--- config.mk ---
export PLATFORM = sky130hd
export DESIGN_NAME = dmem_arbiter_flat
export DESIGN_NICKNAME = d
export VERILOG_FILES = /design/src/rtl/dmem_arbiter_pkg.sv /design/src/rtl/dmem_arbiter_if.sv /design/src/rtl/dmem_arbiter_rr_arbiter2.sv /design/src/rtl/dmem_arbiter.sv /design/src/flat_wrapper.sv
export SDC_FILE = /design/constraint.sdc
export NUM_CORES = 1
export LEC_CHECK = 0
export CAP_MARGIN = 20
export CORE_ASPECT_RATIO = 1.75
export CORE_UTILIZATION = 39
export CTS_BUF_LIST = sky130_fd_sc_hd__clkbuf_4 sky130_fd_sc_hd__clkbuf_8
export DETAILED_ROUTE_END_ITERATION = 16
export GPL_ROUTABILITY_DRIVEN = 0
export GPL_TIMING_DRIVEN = 0
export PLACE_DENSITY = 0.76
export SLEW_MARGIN = 25
export SYNTH_ARGS = -nofsm -noshare
export SYNTH_HDL_FRONTEND = slang
export SYNTH_SLANG_ARGS = --single-unit
--- constraint.sdc ---
create_clock -name clk -period 1.6 [get_ports clk]
set_input_delay 0.4 -clock clk [delete_from_list [all_inputs] [get_ports clk]]
set_output_delay 0.4 -clock clk [all_outputs]
set_load 0.1 [all_outputs]
--- src/rtl/dmem_arbiter_pkg.sv ---
// Shared types and constants for the data-memory arbiter and its requesters.
package dmem_pkg;

  typedef enum logic [1:0] {
    IDLE,
    ACCESS,
    RESP
  } state_t;

  localparam int unsigned PORT_CPU  = 0;
  localparam int unsigned PORT_LOAD = 1;

  function automatic logic [63:0] byte_span(input int unsigned words);
    return 64'(words) * 64'd4;
  endfunction

endpackage

--- src/rtl/dmem_arbiter_if.sv ---
// Two-port request/response bus into the data-memory arbiter; port i owns slice i.
interface dmem_arbiter_if #(
  parameter int unsigned DATA_WIDTH    = 32,
  parameter int unsigned ADDRESS_WIDTH = 32
);
  logic [1:0]                 req_valid;
  logic [1:0]                 req_ready;
  logic [2*ADDRESS_WIDTH-1:0] req_addr;
  logic [2*DATA_WIDTH-1:0]    req_wdata;
  logic [1:0]                 req_we;
  logic [1:0]                 req_be;
  logic [1:0]                 rsp_valid;
  logic [1:0]                 rsp_ready;
  logic [DATA_WIDTH-1:0]      rsp_rdata;
  logic                       rsp_err;

  modport master (
    output req_valid, req_addr, req_wdata, req_we, req_be, rsp_ready,
    input  req_ready, rsp_valid, rsp_rdata, rsp_err
  );

  modport slave (
    input  req_valid, req_addr, req_wdata, req_we, req_be, rsp_ready,
    output req_ready, rsp_valid, rsp_rdata, rsp_err
  );
endinterface

--- src/rtl/dmem_arbiter_rr_arbiter2.sv ---
// Combinational two-requester round-robin grant; the port that did not win last time wins a tie.
module rr_arbiter2 (
  input  logic [1:0] i_req,
  input  logic       i_rr_last,
  output logic       o_valid,
  output logic       o_idx
);
  always_comb begin
    o_valid = |i_req;
    o_idx   = 1'b0;
    if (i_req == 2'b11) begin
      o_idx = ~i_rr_last;
    end else if (i_req[1]) begin
      o_idx = 1'b1;
    end
  end
endmodule

--- src/rtl/dmem_arbiter.sv ---
// Shares the single-port data_memory between the CPU and loader ports: accept, one access cycle, registered response.
module dmem_arbiter
  import dmem_pkg::*;
#(
  parameter int unsigned DATA_WIDTH    = 32,
  parameter int unsigned ADDRESS_WIDTH = 32,
  parameter int unsigned MEM_SIZE      = 1024
) (
  input  logic                     clk,
  input  logic                     rst,
  dmem_arbiter_if.slave            bus,
  output logic [ADDRESS_WIDTH-1:0] mem_address,
  output logic [DATA_WIDTH-1:0]    mem_write_data,
  output logic                     mem_we,
  output logic                     mem_be,
  input  logic [DATA_WIDTH-1:0]    mem_read_data
);
  localparam logic [ADDRESS_WIDTH:0] SPAN = (ADDRESS_WIDTH+1)'(byte_span(MEM_SIZE));

  state_t                   r_state;
  state_t                   w_next;
  logic                     r_rr_last;
  logic                     r_owner;
  logic                     r_we;
  logic                     r_be;
  logic                     r_err;
  logic [ADDRESS_WIDTH-1:0] r_addr;
  logic [DATA_WIDTH-1:0]    r_wdata;
  logic [DATA_WIDTH-1:0]    r_rdata;

  logic                     w_gvalid;
  logic                     w_gidx;
  logic                     w_accept;
  logic                     w_err;
  logic [1:0]               w_req_ready;
  logic [1:0]               w_rsp_valid;
  logic [DATA_WIDTH-1:0]    w_rsp_rdata;
  logic                     w_rsp_err;

  rr_arbiter2 u_arb (
    .i_req    (bus.req_valid),
    .i_rr_last(r_rr_last),
    .o_valid  (w_gvalid),
    .o_idx    (w_gidx)
  );

  assign w_err = ({1'b0, r_addr} >= SPAN) || (!r_be && (r_addr[1:0] != 2'b00));

  always_ff @(posedge clk or negedge rst) begin
    if (!rst) begin
      r_state   <= IDLE;
      r_rr_last <= 1'b1;
      r_owner   <= 1'b0;
      r_we      <= 1'b0;
      r_be      <= 1'b0;
      r_err     <= 1'b0;
      r_addr    <= '0;
      r_wdata   <= '0;
      r_rdata   <= '0;
    end else begin
      r_state <= w_next;
      if (w_accept) begin
        r_owner   <= w_gidx;
        r_rr_last <= w_gidx;
        r_addr    <= w_gidx ? bus.req_addr[2*ADDRESS_WIDTH-1:ADDRESS_WIDTH]
                            : bus.req_addr[ADDRESS_WIDTH-1:0];
        r_wdata   <= w_gidx ? bus.req_wdata[2*DATA_WIDTH-1:DATA_WIDTH]
                            : bus.req_wdata[DATA_WIDTH-1:0];
        r_we      <= bus.req_we[w_gidx];
        r_be      <= bus.req_be[w_gidx];
      end
      // Response data is frozen here so it stays stable however long RESP is held.
      if (r_state == ACCESS) begin
        r_err   <= w_err;
        r_rdata <= (w_err || r_we) ? '0 : mem_read_data;
      end
    end
  end

  always_comb begin
    w_next         = r_state;
    w_accept       = 1'b0;
    w_req_ready    = '0;
    w_rsp_valid    = '0;
    w_rsp_rdata    = '0;
    w_rsp_err      = 1'b0;
    mem_address    = '0;
    mem_write_data = '0;
    mem_we         = 1'b0;
    mem_be         = 1'b0;
    unique case (r_state)
      IDLE: begin
        // rst gates ready so nothing is offered while reset is asserted.
        if (rst && w_gvalid) begin
          w_req_ready[w_gidx] = 1'b1;
          w_accept            = 1'b1;
          w_next              = ACCESS;
        end
      end
      ACCESS: begin
        mem_address    = r_addr;
        mem_write_data = r_wdata;
        mem_we         = r_we & ~w_err;
        mem_be         = r_be;
        w_next         = RESP;
      end
      RESP: begin
        w_rsp_valid[r_owner] = 1'b1;
        w_rsp_rdata          = r_rdata;
        w_rsp_err            = r_err;
        if (bus.rsp_ready[r_owner]) begin
          w_next = IDLE;
        end
      end
      default: w_next = IDLE;
    endcase
  end

  assign bus.req_ready = w_req_ready;
  assign bus.rsp_valid = w_rsp_valid;
  assign bus.rsp_rdata = w_rsp_rdata;
  assign bus.rsp_err   = w_rsp_err;

endmodule

--- src/flat_wrapper.sv ---
// flat-port wrapper written by rule: the top's interface ports become plain ports
module dmem_arbiter_flat import dmem_pkg::*;
#(
  parameter int unsigned DATA_WIDTH    = 32,
  parameter int unsigned ADDRESS_WIDTH = 32,
  parameter int unsigned MEM_SIZE      = 1024
)
  (clk, rst, mem_address, mem_write_data, mem_we, mem_be, mem_read_data, bus_req_valid, bus_req_addr, bus_req_wdata, bus_req_we, bus_req_be, bus_rsp_ready, bus_req_ready, bus_rsp_valid, bus_rsp_rdata, bus_rsp_err);
  dmem_arbiter_if #(.DATA_WIDTH(DATA_WIDTH), .ADDRESS_WIDTH(ADDRESS_WIDTH)) bus_i ();
  input  logic clk;
  input  logic rst;
  output logic [ADDRESS_WIDTH-1:0] mem_address;
  output logic [DATA_WIDTH-1:0] mem_write_data;
  output logic mem_we;
  output logic mem_be;
  input  logic [DATA_WIDTH-1:0] mem_read_data;
  input wire logic [$bits(bus_i.req_valid)-1:0] bus_req_valid;
  input wire logic [$bits(bus_i.req_addr)-1:0] bus_req_addr;
  input wire logic [$bits(bus_i.req_wdata)-1:0] bus_req_wdata;
  input wire logic [$bits(bus_i.req_we)-1:0] bus_req_we;
  input wire logic [$bits(bus_i.req_be)-1:0] bus_req_be;
  input wire logic [$bits(bus_i.rsp_ready)-1:0] bus_rsp_ready;
  output wire logic [$bits(bus_i.req_ready)-1:0] bus_req_ready;
  output wire logic [$bits(bus_i.rsp_valid)-1:0] bus_rsp_valid;
  output wire logic [$bits(bus_i.rsp_rdata)-1:0] bus_rsp_rdata;
  output wire logic [$bits(bus_i.rsp_err)-1:0] bus_rsp_err;
  assign bus_i.req_valid = bus_req_valid;
  assign bus_i.req_addr = bus_req_addr;
  assign bus_i.req_wdata = bus_req_wdata;
  assign bus_i.req_we = bus_req_we;
  assign bus_i.req_be = bus_req_be;
  assign bus_i.rsp_ready = bus_rsp_ready;
  assign bus_req_ready = bus_i.req_ready;
  assign bus_rsp_valid = bus_i.rsp_valid;
  assign bus_rsp_rdata = bus_i.rsp_rdata;
  assign bus_rsp_err = bus_i.rsp_err;
  dmem_arbiter #(.DATA_WIDTH(DATA_WIDTH), .ADDRESS_WIDTH(ADDRESS_WIDTH), .MEM_SIZE(MEM_SIZE)) u_core (.clk(clk), .rst(rst), .bus(bus_i), .mem_address(mem_address), .mem_write_data(mem_write_data), .mem_we(mem_we), .mem_be(mem_be), .mem_read_data(mem_read_data));
endmodule
==> impl_metrics.tcl <==
set metrics [dict create \
    status "complete, but fails checks" \
    violations "negative setup slack" \
    drv_slew 0 \
    yosys.area.top_type "dfrtp_1" \
    required_ns 1.20 \
    synth_area_leaders "dfrtp_1 44%, mux2_2 25%, and2_1 11%" \
    cp_cell_sequence "buf_6, buf_6, nor4b_4, buf_6, nor2b_4, buf_12" \
    io_buffer_count 272 \
    cts.sinks 103 \
    crit_type "reg2out" \
    setup_viol 203 \
    cts_root_buf "clkbuf_8" \
    grt_overflow 0 \
    wire_per_inst_um 22.2 \
    cp_max_fo 4 \
    grt_pass1_wl_mm 33.5 \
    area_growth_pct 105 \
    tightest_slew_ns 0.872 \
    yosys_warnings 0 \
    via_per_inst 5.19 \
    grt_pass1_vias 6013 \
    grt_start_max_net_pins 39 \
    p_sw_w 0.00766 \
    start_util 0.402 \
    cts_made_buffers 9 \
    syn_area_um2 5800 \
    path_clk_slew_ns 0.11 \
    fillers 756 \
    power.share.switching 0.434 \
    seqPwrFrac 0.248 \
    final_nets 1009 \
    layout_common_cells "166 x clkdlybuf4s50_1, 115 x buf_12, 99 x and2_4, 99 x dfrtp_1, 67 x mux2_4" \
    wl_mm 22.8 \
    synthDominantCellAreaShare 0.440 \
    die-height_um 163 \
    pwr_density_cell_nw_per_um2 1480 \
    antenna_found_initial 2 \
    finalCritPeriodShare 1.43 \
    fp-row-count 58 \
    hold_viol_final 0 \
    drc 0 \
    syn-num-nets 663 \
    postRouteAntennaNets 0 \
    synth_edf_count 0 \
    final_area_um2 11900 \
    ys.flop_type "dfrtp_1" \
    dieArea_um2 15400 \
    arrival_ns 1.89 \
    start_kind "register" \
    fin_util 0.823 \
    worst_slack_ns -0.688 \
    fmax_ghz 0.437 \
    dp_hpwl_mm 14.4 \
    drive_gt1_frac 0.591 \
    leakage_nw 5.35 \
    synth_cell_types 28 \
    yosys_register_bits 103 \
    drtPass1Iterations 4 \
    cts_tree "built" \
    period_needed_ns 2.29 \
    die_w_um 94.2 \
    relSlewSlack 0.418 \
    dpl_cell_area_um2 9380 \
    cap_violations 0 \
    vias 5315 \
    clkLatencyLatePin_ns 0.37 \
    crit_path_frequent_cell "buf_6" \
    final_common_cell "clkdlybuf4s50_1" \
    skew_ns 0.0199 \
    rsz0062_at_grt "yes" \
    syn_inst 493 \
    irDropWorstVdd_uv 881 \
    p_comb_frac 0.654 \
    clock_power_share 0.097 \
    whs_ns 0.0649 \
    seq_area_frac_synth 0.444 \
    min_path_type "in2async" \
    critPathMaxStageDelay_ns 0.45 \
    crit_slowest_cell "dfrtp_2" \
    pin_count 273 \
    core_um2 14400 \
    grtUsageTotal 0.294 \
    clockBufferDepth 2 \
    async_reset_ff_frac 1.00 \
    cp-end-kind "primary output" \
    avgSynthCellArea_um2 11.8 \
    dr.first_iter.drc_count 134 \
    p_int_w 0.00997 \
    htreeDepth 3 \
]
worst max-delay path, delay by kind of cell, from the launching register on:
family / cells / cell delay [ns]
AND/OR/NAND/NOR: 2 / 0.47
flip-flops: 1 / 0.45
buffers and inverters: 4 / 0.59
synthesized netlist by cell type, types with 4 or more instances:
master / number
and2_1: 100
buf_2: 6
buf_6: 10
clkbuf_1: 19
dfrtp_1: 102
inv_1: 29
mux2_1: 6
mux2_2: 127
nand2_1: 33
nand3_1: 5
nor4_1: 5
o31ai_1: 4
o41ai_1: 4
o41ai_2: 24
timing repair:
action,CTS,global route
endpoints found under the hold margin,27,0
hold buffers,3,0
pin swaps,30,25
endpoints found under the setup margin,205,204
buffers inserted,36,17
gates resized for setup,1016,70
cloned,20,1
stage by stage:
stage          setup TNS (ns)  std cells  setup WS, ns  power [W]
2_1_floorplan           -7.97        493        -0.630     0.0107
6_report               -80.69       1025        -0.688     0.0176
3_3_place_gp          -825.22        945         -5.77     0.0126
4_1_cts                -76.91       1021        -0.687     0.0174
5_1_grt                -88.30       1025        -0.741     0.0182
3_5_place_dp          -190.35        946         -2.22     0.0128
logic make-up after synthesis:
logic type / after synthesis / share of synthesized area
and+or+nand+nor: 153 / 0.153
muxes: 135 / 0.262
DFF: 103 / 0.444
buffers and inverters: 66 / 0.0569
AOI/OAI and AO/OA: 36 / 0.0841
cell type report:
type                            count  area, um^2  area share
Sequential cell                   103        2580       0.217
Multi-Input combinational cell    325        3670       0.309
Buffer                             34         453      0.0381
Inverter                           29         109     0.00916
Timing Repair Buffer              337        4640       0.391
Antenna cell                        1        2.50    0.000211
Tap cell                          180         225      0.0190
Clock buffer                       11         145      0.0122
Clock inverter                      5        56.3     0.00474
routing by layer:
metal	global-route usage	vias up	share of wire
met1	0.291	2625	0.32
met3	0.0559	69	0.054
met4	0.143	2	0.046
met2	0.565	235	0.58
li1	-	2384	-
met5	0	-	0.00057
sequential cells by signal (all words and copies together) (netlist names):
name	cells
u_core.r_addr	32
u_core.r_be	1
u_core.r_err	1
u_core.r_owner	1
u_core.r_rdata	32
u_core.r_rr_last	1
u_core.r_state	2
u_core.r_wdata	32
u_core.r_we	1
final timing paths:
kind | start | endpoint | slack (ns) | depth (start not counted)
max | u_core.r_state[1]$_DFFE_PN0P_ | bus_req_ready[0] | -0.69 | 6
max in group asynchronous | rst | u_core.r_state[0]$_DFFE_PN0P_ | 0.54 | 3
max reg2reg | u_core.r_addr[14]$_DFFE_PN0P_ | u_core.r_rdata[31]$_DFFE_PN0N_ | -0.35 | 6
min reg2reg | u_core.r_rdata[6]$_DFFE_PN0N_ | u_core.r_rdata[6]$_DFFE_PN0N_ | 0.50 | 2
min in group clk | u_core.r_rdata[6]$_DFFE_PN0N_ | u_core.r_rdata[6]$_DFFE_PN0N_ | 0.50 | 2
min | rst | u_core.r_rdata[4]$_DFFE_PN0N_ | 0.06 | 3
power groups by stage:
stage | registers (W) | logic (W) | clock network (W)
floorplan | 0.00404 | 0.00663 | 0
global placement | 0.00419 | 0.00840 | 0
detailed placement | 0.00425 | 0.00854 | 0
CTS | 0.00426 | 0.0114 | 0.00173
global route | 0.00447 | 0.0119 | 0.00183
finish | 0.00438 | 0.0115 | 0.00172
Power figures use the tool's default switching activity.
